--- src/rtl/pipe_ctrl_pkg.sv ---
// Shared definitions for the pipeline sequencer.
// Holds the FSM state encoding, the stall-vector bit positions used by the PC
// register and the if_id / id_ex pipeline registers, and the datapath widths.
package pipe_ctrl_pkg;

  localparam int unsigned AddrWidth  = 32;
  localparam int unsigned StallWidth = 3;
  localparam int unsigned CntWidth   = 32;

  // Bit positions inside stall_o.
  localparam int unsigned STALL_PC    = 0;
  localparam int unsigned STALL_IF_ID = 1;
  localparam int unsigned STALL_ID_EX = 2;

  typedef enum logic [1:0] {
    StRun     = 2'd0,
    StFlush   = 2'd1,
    StHoldEx  = 2'd2,
    StHoldMem = 2'd3
  } pipe_state_e;

  function automatic logic [StallWidth-1:0] stall_mask(input logic pc,
                                                       input logic if_id,
                                                       input logic id_ex);
    logic [StallWidth-1:0] m;
    m              = '0;
    m[STALL_PC]    = pc;
    m[STALL_IF_ID] = if_id;
    m[STALL_ID_EX] = id_ex;
    return m;
  endfunction

  localparam logic [StallWidth-1:0] StallNone  = '0;
  // Front of the pipe frozen, execute keeps computing its multi-cycle op.
  localparam logic [StallWidth-1:0] StallFront = stall_mask(1'b1, 1'b1, 1'b0);
  // Whole pipe frozen while data memory is not ready.
  localparam logic [StallWidth-1:0] StallAll   = stall_mask(1'b1, 1'b1, 1'b1);

endpackage

--- src/rtl/pipe_ctrl_sat_cnt.sv ---
// Saturating up-counter with enable.
// Ports:
//   clk    - clock, rising edge
//   rst    - asynchronous active-high reset, clears the count
//   en_i   - count enable; the count holds when low or when already at all-ones
//   cnt_o  - current count
module pipe_ctrl_sat_cnt #(
  parameter int unsigned Width = 32
) (
  input  logic             clk,
  input  logic             rst,
  input  logic             en_i,
  output logic [Width-1:0] cnt_o
);

  logic [Width-1:0] cnt_d, cnt_q;

  always_comb begin
    cnt_d = cnt_q;
    if (en_i && (cnt_q != {Width{1'b1}})) begin
      cnt_d = cnt_q + {{(Width-1){1'b0}}, 1'b1};
    end
  end

  always_ff @(posedge clk or posedge rst) begin
    if (rst) begin
      cnt_q <= '0;
    end else begin
      cnt_q <= cnt_d;
    end
  end

  assign cnt_o = cnt_q;

endmodule

--- src/rtl/pipe_ctrl.sv ---
// Pipeline sequencer for the three-stage fetch/decode/execute core.
// Turns execute-stage redirect/hold requests and the data-memory wait line into
// PC-redirect, per-stage stall and flush controls.
// Ports:
//   clk, rst        - clock; asynchronous active-high reset
//   jump_en_i       - execute-stage redirect request
//   jump_addr_i     - redirect target
//   hold_ex_i       - execute stage needs another cycle
//   mem_wait_i      - data memory not ready, freeze everything
//   jump_en_o       - PC loads jump_addr_o at the next edge
//   jump_addr_o     - redirect target towards the PC register
//   stall_o         - freeze enables {id_ex, if_id, pc}
//   flush_o         - if_id and id_ex load a bubble at the next edge
//   err_o           - sticky hold-timeout flag
//   stall_cycles_o  - saturating count of cycles with any stall bit set
module pipe_ctrl
  import pipe_ctrl_pkg::*;
#(
  parameter int unsigned FLUSH_CYCLES = 2,
  parameter int unsigned HOLD_MAX     = 64
) (
  input  logic                  clk,
  input  logic                  rst,
  input  logic                  jump_en_i,
  input  logic [AddrWidth-1:0]  jump_addr_i,
  input  logic                  hold_ex_i,
  input  logic                  mem_wait_i,
  output logic                  jump_en_o,
  output logic [AddrWidth-1:0]  jump_addr_o,
  output logic [StallWidth-1:0] stall_o,
  output logic                  flush_o,
  output logic                  err_o,
  output logic [CntWidth-1:0]   stall_cycles_o
);

  localparam logic [2:0] FlushLoad = 3'(FLUSH_CYCLES - 1);
  localparam logic [7:0] HoldMax   = 8'(HOLD_MAX);

  pipe_state_e st_d, st_q;
  logic [2:0]  flush_cnt_d, flush_cnt_q;
  logic [7:0]  hold_cnt_d, hold_cnt_q;
  logic        err_d, err_q;
  // Set on timeout; masks hold_ex_i until it has been low for a cycle.
  logic        hold_block_d, hold_block_q;

  logic                  run_eval;
  logic                  jump_en;
  logic [AddrWidth-1:0]  jump_addr;
  logic [StallWidth-1:0] stall;
  logic                  flush;

  always_comb begin
    st_d         = st_q;
    flush_cnt_d  = flush_cnt_q;
    hold_cnt_d   = hold_cnt_q;
    err_d        = err_q;
    hold_block_d = hold_block_q & hold_ex_i;
    run_eval     = 1'b0;
    jump_en      = 1'b0;
    jump_addr    = '0;
    stall        = StallNone;
    flush        = 1'b0;

    unique case (st_q)
      StRun: begin
        run_eval = 1'b1;
      end

      StFlush: begin
        // Wrong-path bubbles: redirect and hold requests are not acted on here.
        flush = 1'b1;
        if (mem_wait_i) begin
          stall = StallAll;
        end else if (flush_cnt_q <= 3'd1) begin
          st_d        = StRun;
          flush_cnt_d = '0;
        end else begin
          flush_cnt_d = flush_cnt_q - 3'd1;
        end
      end

      StHoldEx: begin
        if (mem_wait_i) begin
          stall = StallAll;
        end else if (hold_ex_i) begin
          stall = StallFront;
          if (({1'b0, hold_cnt_q} + 9'd1) >= {1'b0, HoldMax}) begin
            err_d        = 1'b1;
            st_d         = StRun;
            hold_cnt_d   = '0;
            hold_block_d = 1'b1;
          end else begin
            hold_cnt_d = hold_cnt_q + 8'd1;
          end
        end else begin
          // Releasing cycle behaves as RUN so the finishing op can redirect.
          hold_cnt_d = '0;
          run_eval   = 1'b1;
        end
      end

      StHoldMem: begin
        if (mem_wait_i) begin
          stall = StallAll;
        end else begin
          run_eval = 1'b1;
        end
      end

      default: begin
        st_d = StRun;
      end
    endcase

    if (run_eval) begin
      if (jump_en_i) begin
        jump_en   = 1'b1;
        jump_addr = jump_addr_i;
        flush     = 1'b1;
        if (FLUSH_CYCLES > 1) begin
          st_d        = StFlush;
          flush_cnt_d = FlushLoad;
        end else begin
          st_d = StRun;
        end
      end else if (mem_wait_i) begin
        stall = StallAll;
        st_d  = StHoldMem;
      end else if (hold_ex_i && !hold_block_q) begin
        stall      = StallFront;
        st_d       = StHoldEx;
        hold_cnt_d = 8'd1;
      end else begin
        st_d = StRun;
      end
    end
  end

  always_ff @(posedge clk or posedge rst) begin
    if (rst) begin
      st_q         <= StRun;
      flush_cnt_q  <= '0;
      hold_cnt_q   <= '0;
      err_q        <= 1'b0;
      hold_block_q <= 1'b0;
    end else begin
      st_q         <= st_d;
      flush_cnt_q  <= flush_cnt_d;
      hold_cnt_q   <= hold_cnt_d;
      err_q        <= err_d;
      hold_block_q <= hold_block_d;
    end
  end

  // Combinational outputs are forced to their reset values while rst is high,
  // so an asynchronous reset clears them even with requests still asserted.
  always_comb begin
    jump_en_o   = jump_en & ~rst;
    jump_addr_o = rst ? '0 : jump_addr;
    stall_o     = rst ? StallNone : stall;
    flush_o     = flush & ~rst;
  end

  assign err_o = err_q;

  pipe_ctrl_sat_cnt #(
    .Width (CntWidth)
  ) u_stall_cnt (
    .clk   (clk),
    .rst   (rst),
    .en_i  (|stall_o),
    .cnt_o (stall_cycles_o)
  );

endmodule

--- config.mk ---
export PLATFORM = sky130hd
export DESIGN_NAME = pipe_ctrl
export DESIGN_NICKNAME = d
export VERILOG_FILES = /design/src/rtl/pipe_ctrl_pkg.sv /design/src/rtl/pipe_ctrl_sat_cnt.sv /design/src/rtl/pipe_ctrl.sv
export SDC_FILE = /design/constraint.sdc
export NUM_CORES = 1
export LEC_CHECK = 0
export ABC_AREA = 1
export BUFFER_PORTS_ARGS = -buffer_cell sky130_fd_sc_hd__buf_2
export CORE_MARGIN = 5
export CORE_UTILIZATION = 56
export DETAILED_ROUTE_END_ITERATION = 16
export GPL_TIMING_DRIVEN = 0
export PLACE_DENSITY_LB_ADDON = 0.12
export SYNTH_ARGS = -nofsm -noshare
export SYNTH_HDL_FRONTEND = slang
export SYNTH_SLANG_ARGS = --single-unit
--- constraint.sdc ---
create_clock -name clk -period 4.3 [get_ports clk]
set_clock_uncertainty 0.15 [all_clocks]
set_input_delay 0.86 -clock clk [delete_from_list [all_inputs] [get_ports clk]]
set_output_delay 0.86 -clock clk [all_outputs]
set_load 0.005 [all_outputs]
==> reports/qor.txt <==
run status -> finished clean
number of global-route vias before repair -> 3,456
worst-margin pin slew -> 0.518 ns
total power draw -> 0.00133 W
Clock Sinks -> 47
CP arrival -> 2.02 ns
drt via density -> 4.87
final net count -> 682
Total GRT Usage -> 24.9%
Layout area overhead -> 21.5%
power per cell area -> 319 nW/um^2
root buf cell -> clkbuf_8
CTS tree -> done
maxcap violations -> 0
DR iter-0 viols -> 195
Initial Utilization -> 57.7%
Max Clk Rate -> 330 MHz
Worst setup EP type -> output port
CTS Buf Count -> 5
WS Path Type -> in -> out
yosys warns -> 0
antenna violations before repair -> 0
Total Wirelength -> 9150 um
Pre-antenna DRT Iters -> 4
floorplan row count -> 28
number of diodes -> 0
Pleak -> 2.41 nW
clock latency on the worst-skew pair -> 0.31 ns
final hold violations -> 0
Critical path origin -> rst
average cell area after synthesis -> 6.52 um^2
slowest cell delay on critical path -> 0.27 ns
die width -> 88.3 um
Slew Limit Fails -> 0
TNS Setup -> 0 ns
Final setup violation count -> 0
Placeable Area -> 5960 um^2
Layout Utilization -> 70.1%
Cell Area, Synth -> 3430 um^2
# H-tree levels -> 2
Multi-input gate area -> 1950 um^2
syn_nets -> 568
sequential share of the synthesized area -> 34.2%
# DRC -> 0
layout cell share with drive strength beyond 1 -> 25.7%
Die Area -> 7800 um^2
CP Cell Sequence -> buf_2, inv_2, buf_12, nand2_1, buf_2, nor2_1, buf_2
post-CTS resize count -> 0
post-route ant nets -> 0
grt ovf -> 0
Worst path slowest cell -> buf_12
fin crit period -> 3.03 ns
final std cells w/o fill -> 717
Gate Count Post-Synth -> 527
Critical Path End -> jump_addr_o[16]
Netlist cell types -> 31
reg-to-reg startpoint -> u_stall_cnt.cnt_o[0]$_DFFE_PP0P_
register area -> 1180 um^2
most used cell, CP -> buf_2
r2r worst-path depth -> 11
gpl congestion -> 0.858
cts hold-fix bufs -> 0
Clock Tree Buf Depth -> 2
#FFs+latches synth -> 47
hold crit path type -> in -> async
CP startpoint kind -> primary input
Critical R2R Capture -> u_stall_cnt.cnt_o[28]$_DFFE_PP0P_
largest net degree at the start of global routing -> 44
routed vias -> 3,493
global-route wire length before repair -> 15,500 um
Worst EP required -> 3.29 ns
clk slew on worst S/H paths -> 0.10 ns
Die H -> 88.3 um
RSZ-0062 raised after global routing -> no
IO Pins -> 107
DPL Wire Length -> 7310 um
buffers added on ports -> 106
fin crit share -> 70.6%
drt wl/cell -> 12.8 um
critical path fanouts, max -> 43
r2r setup slk -> 2.24 ns
placed insts -> 709
slew margin rel. -> 65.3%
Worst VDD drop -> 0.242 mV
fillers -> 550
Post-CTS Repair Setup Buffers -> 0
==> worst max-delay path: cells and delay by family <==
kind	cells	cell delay (ns)
buffers and inverters	5	0.88
and+or+nand+nor	2	0.28
==> placed cells by master, fill, tap and decap left out, types with 4 or more instances in the layout <==
cell	n
nand2_1	221
buf_2	109
nor2_1	89
inv_1	53
dfrtp_1	47
nand3b_1	15
nand2_2	14
xor2_1	12
a21oi_1	8
inv_2	6
nor2_2	6
o21ai_0	6
buf_6	6
xnor2_1	6
clkbuf_8	5
nand4_1	4
nor2_4	4
ha_1	4
==> flip-flops by register name, summed over array words and instances (netlist names) <==
name               count
err_o                  1
st_q                   2
hold_cnt_q             8
hold_block_q           1
u_stall_cnt.cnt_o     32
flush_cnt_q            3
==> power breakdown <==
group	internal [W]	total [W]	switching (W)
clock network	0.000119	0.000287	0.000168
logic	0.000201	0.000504	0.000302
registers	0.000484	0.000541	0.0000569
==> area by class of cell <==
| type | count | share of cell area [%] |
|---|---|---|
| tap | 75 | 2.25 |
| sequential | 47 | 28.2 |
| timing repair buffer | 107 | 13.2 |
| buffer | 10 | 2.16 |
| clock buffer | 5 | 1.65 |
| inverter | 59 | 5.31 |
| multi-input combinational | 411 | 46.7 |
| clock inverter | 3 | 0.600 |
==> through the flow <==
stage	instance area (um^2)	setup WS (ns)	hold slack (ns)
floorplan	3430	0.765	0.298
global placement	4060	-0.0192	0.292
detailed placement	4080	1.23	0.303
CTS	4170	1.22	0.296
global route	4170	1.05	0.302
finish	4170	1.27	0.298
==> worst min-delay path by stage <==
stage          slack, ns  cells after the start                      end
2_1_floorplan       0.30                      2   hold_block_q$_DFF_PP0_
3_3_place_gp        0.29                      2        err_o$_DFFE_PP0P_
3_5_place_dp        0.30                      2        err_o$_DFFE_PP0P_
4_1_cts             0.30                      2   hold_block_q$_DFF_PP0_
5_1_grt             0.30                      2  hold_cnt_q[2]$_DFF_PP0_
6_report            0.30                      2  hold_cnt_q[0]$_DFF_PP0_
==> logic make-up (layout without fill, tap and decap cells) <==
| kind of cell | after synthesis | after routing | synth area share [%] |
|---|---|---|---|
| DFF | 47 | 47 | 34.2 |
| xor gates and xnor gates | 18 | 18 | 4.59 |
| AOI/OAI and AO/OA | 22 | 22 | 4.01 |
| adders and majority gates | 4 | 4 | 1.46 |
| and+or+nand+nor | 367 | 367 | 46.6 |
| buffers and inverters | 69 | 184 | 9.07 |
==> routing by layer <==
metal  GRT usage, %  wire, um  vias up
li1               -         -     1821
met1           30.8      3950     1580
met2           44.5      4620       84
met3           2.98       466        8
met4           9.07       109        0
met5              0         0        -
==> synth_stat cells <==
cell	number	area [um^2]
a211oi_1	2	15.0
a21oi_1	8	40.0
a21oi_2	1	8.76
buf_2	3	15.0
buf_4	1	7.51
buf_6	6	67.6
dfrtp_1	47	1180
ha_1	4	50.1
inv_1	54	203
inv_2	5	18.8
nand2_1	221	830
nand2_2	14	87.6
nand2_4	2	22.5
nand3_1	3	15.0
nand3_2	3	30.0
nand3_4	1	17.5
nand3b_1	15	113
nand4_1	4	25.0
nor2_1	89	334
nor2_2	6	37.5
nor2_4	4	45.0
nor2_8	1	20.0
nor3_1	3	15.0
nor3_2	1	10.0
o21ai_0	6	30.0
o21ai_1	2	10.0
o21bai_1	1	7.51
o21bai_4	1	18.8
o31ai_1	1	7.51
xnor2_1	6	52.6
xor2_1	12	105
Note: power is estimated with default switching activity, not from simulation.
